[config.mk]
export PLATFORM = sky130hd
export DESIGN_NAME = accel_bus_scheduler_flat
export DESIGN_NICKNAME = d
export VERILOG_FILES = /design/src/rtl/accel_bus_pkg.sv /design/src/rtl/accel_bus_scheduler_if.sv /design/src/rtl/accel_bus_scheduler_rr_pick3.sv /design/src/rtl/accel_bus_scheduler.sv /design/src/flat_wrapper.sv
export SDC_FILE = /design/constraint.sdc
export NUM_CORES = 1
export LEC_CHECK = 0
export BUFFER_PORTS_ARGS = -buffer_cell sky130_fd_sc_hd__buf_2
export CAP_MARGIN = 30
export CELL_PAD_IN_SITES_DETAIL_PLACEMENT = 0
export CELL_PAD_IN_SITES_GLOBAL_PLACEMENT = 2
export CORE_UTILIZATION = 38
export DETAILED_ROUTE_END_ITERATION = 6
export PLACE_DENSITY_LB_ADDON = 0.1
export SLEW_MARGIN = 30
export SYNTH_ARGS = -nofsm -noshare
export SYNTH_HDL_FRONTEND = slang
export SYNTH_SLANG_ARGS = --single-unit
[constraint.sdc]
create_clock -name clk -period 3.4 [get_ports clk]
set_input_delay 0.34 -clock clk [delete_from_list [all_inputs] [get_ports clk]]
set_output_delay 0.34 -clock clk [all_outputs]
set_load 0.01 [all_outputs]
[src/rtl/accel_bus_pkg.sv]
// rtl/accel_bus_pkg.sv - shared types, ids and helpers for the accelerator bus scheduler
package accel_bus_pkg;

    typedef enum logic [1:0] {
        IDLE  = 2'd0,
        GRANT = 2'd1,
        GAP   = 2'd2
    } state_t;

    localparam logic [1:0] ID_FFT  = 2'd0;
    localparam logic [1:0] ID_FIR  = 2'd1;
    localparam logic [1:0] ID_IIR  = 2'd2;
    localparam logic [1:0] ID_NONE = 2'd3;

    localparam logic [1:0] CAUSE_NONE    = 2'd0;
    localparam logic [1:0] CAUSE_REQ     = 2'd1;
    localparam logic [1:0] CAUSE_QUOTA   = 2'd2;
    localparam logic [1:0] CAUSE_TIMEOUT = 2'd3;

    // Round-robin successor; ID_NONE falls back to FFT so it never stalls the search.
    function automatic logic [1:0] next_id(input logic [1:0] id);
        case (id)
            ID_FFT:  next_id = ID_FIR;
            ID_FIR:  next_id = ID_IIR;
            default: next_id = ID_FFT;
        endcase
    endfunction

    function automatic logic req_of(input logic [2:0] req, input logic [1:0] id);
        case (id)
            ID_FFT:  req_of = req[0];
            ID_FIR:  req_of = req[1];
            ID_IIR:  req_of = req[2];
            default: req_of = 1'b0;
        endcase
    endfunction

    function automatic logic [2:0] id_to_onehot(input logic [1:0] id);
        case (id)
            ID_FFT:  id_to_onehot = 3'b001;
            ID_FIR:  id_to_onehot = 3'b010;
            ID_IIR:  id_to_onehot = 3'b100;
            default: id_to_onehot = 3'b000;
        endcase
    endfunction

endpackage

[src/rtl/accel_bus_scheduler_if.sv]
// rtl/accel_bus_scheduler_if.sv - request/enable signal bundle between accelerators and the scheduler
interface accel_bus_scheduler_if;
    logic       fft_req;
    logic       fir_req;
    logic       iir_req;
    logic       word_xfer;
    logic       fft_enable;
    logic       fir_enable;
    logic       iir_enable;
    logic [1:0] grant_id;
    logic       busy;
    logic [1:0] release_cause;

    modport master (
        input  fft_req, fir_req, iir_req, word_xfer,
        output fft_enable, fir_enable, iir_enable, grant_id, busy, release_cause
    );

    modport slave (
        output fft_req, fir_req, iir_req, word_xfer,
        input  fft_enable, fir_enable, iir_enable, grant_id, busy, release_cause
    );
endinterface

[src/rtl/accel_bus_scheduler_rr_pick3.sv]
// rtl/accel_bus_scheduler_rr_pick3.sv - three-way round-robin picker, searching from last_id+1
module rr_pick3
    import accel_bus_pkg::*;
(
    input  logic [2:0] req_i,
    input  logic [1:0] last_id_i,
    output logic       valid_o,
    output logic [1:0] pick_id_o
);

    logic [1:0] cand;
    logic       found;

    always_comb begin
        valid_o   = |req_i;
        pick_id_o = ID_NONE;
        found     = 1'b0;
        cand      = next_id(last_id_i);
        for (int i = 0; i < 3; i++) begin
            if (!found && req_of(req_i, cand)) begin
                pick_id_o = cand;
                found     = 1'b1;
            end
            cand = next_id(cand);
        end
    end

endmodule

[src/rtl/accel_bus_scheduler.sv]
// rtl/accel_bus_scheduler.sv - round-robin time-slicing of the shared RAM bus with quota, timeout and guard gap
module accel_bus_scheduler
    import accel_bus_pkg::*;
#(
    parameter int BURST_LEN    = 16,
    parameter int IDLE_TIMEOUT = 32,
    parameter int GAP_CYCLES   = 2
) (
    input  logic                  clk,
    input  logic                  reset,
    accel_bus_scheduler_if.master bus
);

    localparam int WCW = $clog2(BURST_LEN + 1);
    localparam int ICW = $clog2(IDLE_TIMEOUT + 1);
    localparam int GCW = $clog2(GAP_CYCLES + 1);

    localparam logic [WCW-1:0] BURST_W  = WCW'(BURST_LEN);
    localparam logic [ICW-1:0] IDLE_W   = ICW'(IDLE_TIMEOUT);
    localparam logic [GCW-1:0] GAP_LAST = GCW'(GAP_CYCLES - 1);

    state_t         state_q, state_d;
    logic [1:0]     last_id_q, last_id_d;
    logic [1:0]     grant_q, grant_d;
    logic [1:0]     cause_q, cause_d;
    logic [2:0]     en_q, en_d;
    logic [WCW-1:0] word_cnt_q, word_cnt_d;
    logic [ICW-1:0] idle_cnt_q, idle_cnt_d;
    logic [GCW-1:0] gap_cnt_q, gap_cnt_d;

    logic [2:0]     req_vec;
    logic           pick_valid;
    logic [1:0]     pick_id;
    logic [WCW-1:0] word_sum;
    logic [ICW-1:0] idle_sum;
    logic           release_now;
    logic [1:0]     release_cause;

    assign req_vec = {bus.iir_req, bus.fir_req, bus.fft_req};

    rr_pick3 u_pick (
        .req_i     (req_vec),
        .last_id_i (last_id_q),
        .valid_o   (pick_valid),
        .pick_id_o (pick_id)
    );

    // The transfer of the current cycle is folded in before comparing, so a release never loses a word.
    assign word_sum = word_cnt_q + WCW'(bus.word_xfer);
    assign idle_sum = idle_cnt_q + ICW'(!bus.word_xfer);

    always_comb begin
        release_now   = 1'b1;
        release_cause = CAUSE_NONE;
        if (!req_of(req_vec, grant_q)) begin
            release_cause = CAUSE_REQ;
        end else if (word_sum == BURST_W) begin
            release_cause = CAUSE_QUOTA;
        end else if (idle_sum == IDLE_W) begin
            release_cause = CAUSE_TIMEOUT;
        end else begin
            release_now = 1'b0;
        end
    end

    always_comb begin
        state_d    = state_q;
        last_id_d  = last_id_q;
        grant_d    = grant_q;
        cause_d    = cause_q;
        en_d       = en_q;
        word_cnt_d = word_cnt_q;
        idle_cnt_d = idle_cnt_q;
        gap_cnt_d  = gap_cnt_q;
        case (state_q)
            IDLE: begin
                if (pick_valid) begin
                    state_d    = GRANT;
                    grant_d    = pick_id;
                    last_id_d  = pick_id;
                    en_d       = id_to_onehot(pick_id);
                    word_cnt_d = '0;
                    idle_cnt_d = '0;
                end
            end
            GRANT: begin
                if (release_now) begin
                    state_d   = GAP;
                    en_d      = 3'b000;
                    grant_d   = ID_NONE;
                    cause_d   = release_cause;
                    gap_cnt_d = GAP_LAST;
                end else begin
                    word_cnt_d = word_sum;
                    idle_cnt_d = bus.word_xfer ? '0 : idle_sum;
                end
            end
            GAP: begin
                if (gap_cnt_q == '0) begin
                    state_d = IDLE;
                end else begin
                    gap_cnt_d = gap_cnt_q - 1'b1;
                end
            end
            default: state_d = IDLE;
        endcase
    end

    always_ff @(posedge clk) begin
        if (reset) begin
            state_q    <= IDLE;
            last_id_q  <= ID_IIR;
            grant_q    <= ID_NONE;
            cause_q    <= CAUSE_NONE;
            en_q       <= 3'b000;
            word_cnt_q <= '0;
            idle_cnt_q <= '0;
            gap_cnt_q  <= '0;
        end else begin
            state_q    <= state_d;
            last_id_q  <= last_id_d;
            grant_q    <= grant_d;
            cause_q    <= cause_d;
            en_q       <= en_d;
            word_cnt_q <= word_cnt_d;
            idle_cnt_q <= idle_cnt_d;
            gap_cnt_q  <= gap_cnt_d;
        end
    end

    assign bus.fft_enable    = en_q[0];
    assign bus.fir_enable    = en_q[1];
    assign bus.iir_enable    = en_q[2];
    assign bus.grant_id      = grant_q;
    assign bus.busy          = (state_q != IDLE);
    assign bus.release_cause = cause_q;

endmodule

[src/flat_wrapper.sv]
// flat-port wrapper written by rule: the top's interface ports become plain ports
module accel_bus_scheduler_flat import accel_bus_pkg::*;
#(
    parameter int BURST_LEN    = 16,
    parameter int IDLE_TIMEOUT = 32,
    parameter int GAP_CYCLES   = 2
)
  (clk, reset, bus_fft_req, bus_fir_req, bus_iir_req, bus_word_xfer, bus_fft_enable, bus_fir_enable, bus_iir_enable, bus_grant_id, bus_busy, bus_release_cause);
  accel_bus_scheduler_if bus_i ();
  input  logic clk;
  input  logic reset;
  input wire logic [$bits(bus_i.fft_req)-1:0] bus_fft_req;
  input wire logic [$bits(bus_i.fir_req)-1:0] bus_fir_req;
  input wire logic [$bits(bus_i.iir_req)-1:0] bus_iir_req;
  input wire logic [$bits(bus_i.word_xfer)-1:0] bus_word_xfer;
  output wire logic [$bits(bus_i.fft_enable)-1:0] bus_fft_enable;
  output wire logic [$bits(bus_i.fir_enable)-1:0] bus_fir_enable;
  output wire logic [$bits(bus_i.iir_enable)-1:0] bus_iir_enable;
  output wire logic [$bits(bus_i.grant_id)-1:0] bus_grant_id;
  output wire logic [$bits(bus_i.busy)-1:0] bus_busy;
  output wire logic [$bits(bus_i.release_cause)-1:0] bus_release_cause;
  assign bus_i.fft_req = bus_fft_req;
  assign bus_i.fir_req = bus_fir_req;
  assign bus_i.iir_req = bus_iir_req;
  assign bus_i.word_xfer = bus_word_xfer;
  assign bus_fft_enable = bus_i.fft_enable;
  assign bus_fir_enable = bus_i.fir_enable;
  assign bus_iir_enable = bus_i.iir_enable;
  assign bus_grant_id = bus_i.grant_id;
  assign bus_busy = bus_i.busy;
  assign bus_release_cause = bus_i.release_cause;
  accel_bus_scheduler #(.BURST_LEN(BURST_LEN), .IDLE_TIMEOUT(IDLE_TIMEOUT), .GAP_CYCLES(GAP_CYCLES)) u_core (.clk(clk), .reset(reset), .bus(bus_i));
endmodule
==> results.yml, run 1 <==
clocking:
  cts_sinks: 24
  cts_tree: "yes"
  cts_resized: 0
  clock_latency_ns: 0.27
  cts_hold_buf: 0
  cts_buffers: 3
  post_cts_buffers: 0
  clk_pin_slew_worst_paths_ns: 0.09
  htreeDepth: 1
  cts_root_buffer: "clkbuf_8"
  clockBufferDepth: 2
synthesis:
  yosysWarnings: 0
  async_reset_ff_frac: 0
  syn_avg_cell_area_um2: 8.39
  ys_seq_elements: 24
  syn_area_um2: 1600
  syn-num-nets: 206
  yosysSeqAreaShare: 0.300
  synth_edf_count: 0
  synth_cell_types: 51
  syn-instance-count: 191
  synthFlopType: "dfxtp_1"
die:
  die_x_um: 66.9
  dieArea_um2: 4480
  rows: 23
  die_h_um: 66.9
  start_util: 0.398
  core_area_um2: 4030
  ioPinCount: 14
critical_path:
  rrSetupSlack_ns: 0.73
  critical_path.endpoint: "u_core.gap_cnt_q[0]"
  crit_required_ns: 3.57
  r2r-start: "u_core.idle_cnt_q[0]"
  cp.arrival_ns: 2.83
  startpoint: "u_core.idle_cnt_q[0]"
  end_kind: "flop"
  crit_type: "reg2reg"
  rr_worst_depth: 6
  critPathLaunchType: "flop"
  path_max_fanout: 17
  r2r-end: "u_core.gap_cnt_q[0]"
layout:
  fillCellCount: 403
  mostFrequentLayoutCell: "dfxtp_1"
  final_nets: 217
  final_cell_mix: "24 x dfxtp_1, 15 x inv_1, 15 x nand2_1"
  antenna_cells: 0
  multiInputGateArea_um2: 1000
  drive_above_1_share: 0.149
  regArea_um2: 480
  area_delta_synth_final_pct: 9.06
worst_hold_path:
  hp-class: "reg2reg"
global_routing:
  grt_use_total: 0.189
  grt_pass1_wl_um: 6350
  grt_pass1_vias: 1390
  grt_overflow: 0
  grt_max_degree: 25
  grt_antenna_before_repair: 0
sta:
  setup_viol: 0
  finalCriticalPeriod_ns: 2.67
  final_max_slew_viol_count: 0
  clock.fmax_mhz: 375
  finClkSkew_ns: 0.00538
  hold_viol: 0
  worst_pin_slew_ns: 0.941
  slew_headroom: 0.373
  rsz0062_at_grt: "no"
  final.setup.tns_ns: 0
  setup_ws_ns: 0.735
  period_share: 0.784
pwr:
  p_sw_frac: 0.436
  powerDensity_nw_per_um2: 659
  p_sw_uw: 502
  p_leak_nw: 0.668
  ir_drop_uv: 178
  power.internal_uw: 648
  pwr-share-seq: 0.329
  combPwrFrac: 0.494
  p_clk_frac: 0.177
placed_design:
  post-place-ws_ns: 0.504
  dp_hpwl_um: 2740
  place.gp.congestion: 0.743
  io_buffers: 13
job:
  cap_viol_max_count: 0
route:
  drt_wl_total_um: 3840
  num_vias: 1430
  wl_per_cell_um: 15.3
  drt_iter0_markers: 76
  dr.pass1.iters: 4
  via_per_inst: 5.70
  drc: 0
  ant_nets: 0
outcome:
  outcome: "completed"
## synth_stat cells (all sizes together) (2+ instances only)
cell | instances | area (um^2)
a21oi | 5 | 25.0
nor3 | 2 | 10.0
o211ai | 7 | 52.6
buf | 3 | 33.8
ha | 9 | 113
o21ai | 11 | 58.8
o2111ai | 2 | 17.5
nor2 | 13 | 48.8
o311ai | 3 | 26.3
nand2 | 15 | 56.3
nand2b | 4 | 25.0
inv | 15 | 56.3
nor2b | 5 | 31.3
clkbuf | 7 | 26.3
o21a | 2 | 15.0
or2 | 3 | 18.8
a221oi | 3 | 32.5
nand3 | 11 | 60.1
xnor2 | 3 | 26.3
dfxtp | 24 | 480
a31oi | 4 | 25.0
or3 | 4 | 30.0
o31ai | 3 | 27.5
or4 | 4 | 30.0
o32ai | 3 | 26.3
a21o | 2 | 15.0
mux2i | 8 | 80.1
## metal layers
layer  GRT usage  vias to the layer above  wire, um
met2       0.323                       29      1800
met5           0                        -         0
met4      0.0665                        0        32
li1            -                      727         -
met3      0.0291                        4       145
met1       0.236                      670      1860
## worst min path at each step
stage	start	end	slack (ns)	cells past startpoint
6_report	u_core.en_q[2]	u_core.en_q[2]	0.46	2
5_1_grt	u_core.en_q[0]	u_core.en_q[0]	0.49	2
4_1_cts	u_core.en_q[2]	u_core.en_q[2]	0.46	2
3_5_place_dp	u_core.en_q[2]	u_core.en_q[2]	0.45	2
3_3_place_gp	u_core.en_q[2]	u_core.en_q[2]	0.45	2
2_1_floorplan	u_core.state_q[0]	u_core.state_q[0]	0.46	2
## through the flow
stage	hold WS, ns	util	power, mW	area [um^2]	cells
6_report	0.459	0.434	1.15	1750	251
3_3_place_gp	0.445	0.420	0.944	1690	247
4_1_cts	0.465	0.434	1.16	1750	251
2_1_floorplan	0.455	-	0.790	1600	191
3_5_place_dp	0.451	0.420	0.953	1690	247
5_1_grt	0.489	0.434	1.24	1750	251
## registers in the layout, summed over array words and instances (netlist names)
register and flops:
u_core.bus.grant_id 2, u_core.bus.release_cause 2, u_core.en_q 3, u_core.gap_cnt_q 2, u_core.idle_cnt_q 6, u_core.last_id_q 2, u_core.state_q 2, u_core.word_cnt_q 5
## power by group through the flow
stage          combinational [mW]  clock, mW  sequential [mW]
6_report                    0.568      0.203            0.379
5_1_grt                     0.629      0.223            0.387
4_1_cts                     0.569      0.212            0.378
3_5_place_dp                0.568          0            0.385
3_3_place_gp                0.562          0            0.382
2_1_floorplan               0.400          0            0.390
## kinds of logic after synthesis
group	after synthesis	synth area share
AND/OR/NAND/NOR	68	0.227
flip-flops	24	0.300
adder cells (fa/ha/maj)	9	0.0703
XOR/XNOR	4	0.0219
multiplexers	8	0.0500
buffers and inverters	25	0.0727
AO/OA/AOI/OAI	53	0.258
## critical path, cell delays in order, from the launching register on
cell and delay [ns]:
dfxtp_1 0.34, ha_1 0.18, nand3_2 0.12, or3_4 0.41, a2111oi_4 0.89, o311ai_0 0.34
a22o_1 0.27
## layout make-up
cell class              instances  share of cell area
clock buffers                   4              0.0315
multi-input cells             142               0.575
flip-flops and latches         24               0.275
repair buffers                 16              0.0501
inverters                      15              0.0322
well taps                      50              0.0358
Power figures use the tool's default switching activity.
==> run 2: changes to the inputs <==
CORE_UTILIZATION = 36   (was 38)
clock period = 2.8 ns   (was 3.4 ns; I/O delays follow)
==> run 2 against run 1 <==
Against the previous run:
- critical path depth up 1
- combinational power increased by 26%
- worst setup slack got worse by 0.27 ns
- sequential cell count stayed put
- fmax rose by 14%
- clock power up 53%
- cell count grew 1.6%
- clock-buffer cell count is 1 lower
- power is 29% higher
- first-iteration DRC count is 50% lower
- via count fell by 0.63%
- largest cell class unchanged
==> results.yml, run 2 (same netlist as run 1, synthesis figures left out) <==
critical_path:
  r2r-start: "u_core.word_cnt_q[0]"
  crit_required_ns: 3.00
  slowest_stage: "or4b_2"
  max_stage_delay_ns: 0.67
  path_cells: "ha_1 > ha_1 > nand3_1 > xor2_1 > o211ai_1 > or4b_2 > a21oi_1"
  cp_top_family: "simple AND/OR/NAND/NOR gates"
  critPathBufInv: 0
  critPathLaunchType: "flop"
  end_kind: "flop"
  path_max_fanout: 5
  cp.arrival_ns: 2.54
  startpoint: "u_core.word_cnt_q[0]"
  crit_type: "reg2reg"
  cpMostUsedCell: "ha_1"
pwr:
  powerDensity_nw_per_um2: 821
  ir_drop_uv: 466
  combPwrFrac: 0.481
  pwr-share-seq: 0.310
  p_sw_uw: 601
  p_leak_nw: 0.696
  power.internal_uw: 881
  p_sw_frac: 0.405
  p_clk_frac: 0.209
sta:
  period_share: 0.835
  setup_ws_ns: 0.463
  clock.fmax_mhz: 428
  worst_pin_slew_ns: 0.533
  final.setup.tns_ns: 0
  hold_viol: 0
  setup_viol: 0
  slew_headroom: 0.643
  finalCriticalPeriod_ns: 2.34
  rsz0062_at_grt: "no"
  final_max_slew_viol_count: 0
  hold_ws_ns: 0.440
  finClkSkew_ns: 0.00344
layout:
  final_nets: 221
  top_regs: "u_core.idle_cnt_q (6), u_core.word_cnt_q (5), u_core.en_q (3)"
  mostFrequentLayoutCell: "dfxtp_1"
  antenna_cells: 0
  fin_area_um2: 1810
  fillCellCount: 420
  largest_register_ffs: 6
  final_cell_mix: "24 x dfxtp_1, 15 x inv_1, 15 x nand2_1"
  area_delta_synth_final_pct: 12.7
  regMostFlops: "u_core.idle_cnt_q"
  drive_above_1_share: 0.166
  final_core_util: 0.436
route:
  ant_nets: 0
  drc: 0
  dr.pass1.iters: 4
  drt_wl_total_um: 3700
  wl_per_cell_um: 14.5
  via_per_inst: 5.57
  drt_iter0_markers: 38
  num_vias: 1421
placed_design:
  dp_hpwl_um: 2740
  io_buffers: 13
  place.gp.congestion: 0.776
  post_dp_cell_area_um2: 1730
  post-place-ws_ns: 0.358
global_routing:
  grt_pass1_vias: 1326
  grt_antenna_before_repair: 0
  grt_overflow: 0
  grt_use_total: 0.174
  grt_pass1_wl_um: 6020
  grt_max_degree: 25
clocking:
  cts_root_buffer: "clkbuf_8"
  clockBufferDepth: 2
  cts_resized: 0
  cts_hold_buf: 0
  cts_sinks: 24
  htreeDepth: 1
  clk_pin_slew_worst_paths_ns: 0.09
  cts_tree: "yes"
  clock_latency_ns: 0.27
  post_cts_buffers: 0
  cts_buffers: 3
die:
  start_util: 0.386
  core_area_um2: 4140
  ioPinCount: 14
  die_x_um: 68.7
  rows: 23
  die_h_um: 68.7
  dieArea_um2: 4720
worst_hold_path:
  hp-class: "in2reg"
  hold_path.startpoint: "reset"
outcome:
  outcome: "completed"
job:
  cap_viol_max_count: 0
## run 2: changes by cell type in the layout (fill, tap and decap cells not counted), sizes merged
cell / delta
bufinv: +1
buf: +4
clkbuf: -1
## run 2: per-stage QoR
step	instances	power (mW)
3_3_place_gp	251	1.17
4_1_cts	255	1.50
2_1_floorplan	191	0.959
6_report	255	1.48
5_1_grt	255	1.61
3_5_place_dp	251	1.18
## run 2: area by class of cell
type	count	area, um^2	share of cell area
Clock buffer	3	41.3	0.0229
Clock inverter	1	30.0	0.0166
Inverter	15	56.3	0.0312
Multi-Input combinational cell	142	1000	0.556
Sequential cell	24	480	0.266
Tap cell	50	62.6	0.0347
Timing Repair Buffer	20	130	0.0721
## run 2: worst paths after layout
path	to	slack, ns	depth (start not counted)
min reg2reg	u_core.en_q[0]	0.47	2
max reg2reg	u_core.idle_cnt_q[1]	0.46	7
max	u_core.idle_cnt_q[1]	0.46	7
min	u_core.last_id_q[0]	0.44	2
## run 2: worst reg2reg max path, cell delays in order (launching register included)
cell      delay (ns)
dfxtp_1         0.37
ha_1            0.23
ha_1            0.23
nand3_1         0.13
xor2_1          0.27
o211ai_1        0.23
or4b_2          0.67
a21oi_1         0.14
## run 2: per-layer routing
layer,GRT usage,up-vias,share of wire
li1,-,740,-
met1,0.211,663,0.50
met2,0.313,16,0.47
met3,0.0395,2,0.026
met4,0.0306,0,0.0057
met5,0,-,0
## run 2: power by group through the flow
| stage | Clock [mW] | Combinational (mW) | Sequential [mW] |
|---|---|---|---|
| final | 0.310 | 0.713 | 0.459 |
| after global routing | 0.336 | 0.803 | 0.471 |
| after CTS | 0.320 | 0.719 | 0.459 |
| after detailed placement | 0 | 0.713 | 0.466 |
| after global placement | 0 | 0.710 | 0.464 |
| after floorplan | 0 | 0.486 | 0.473 |
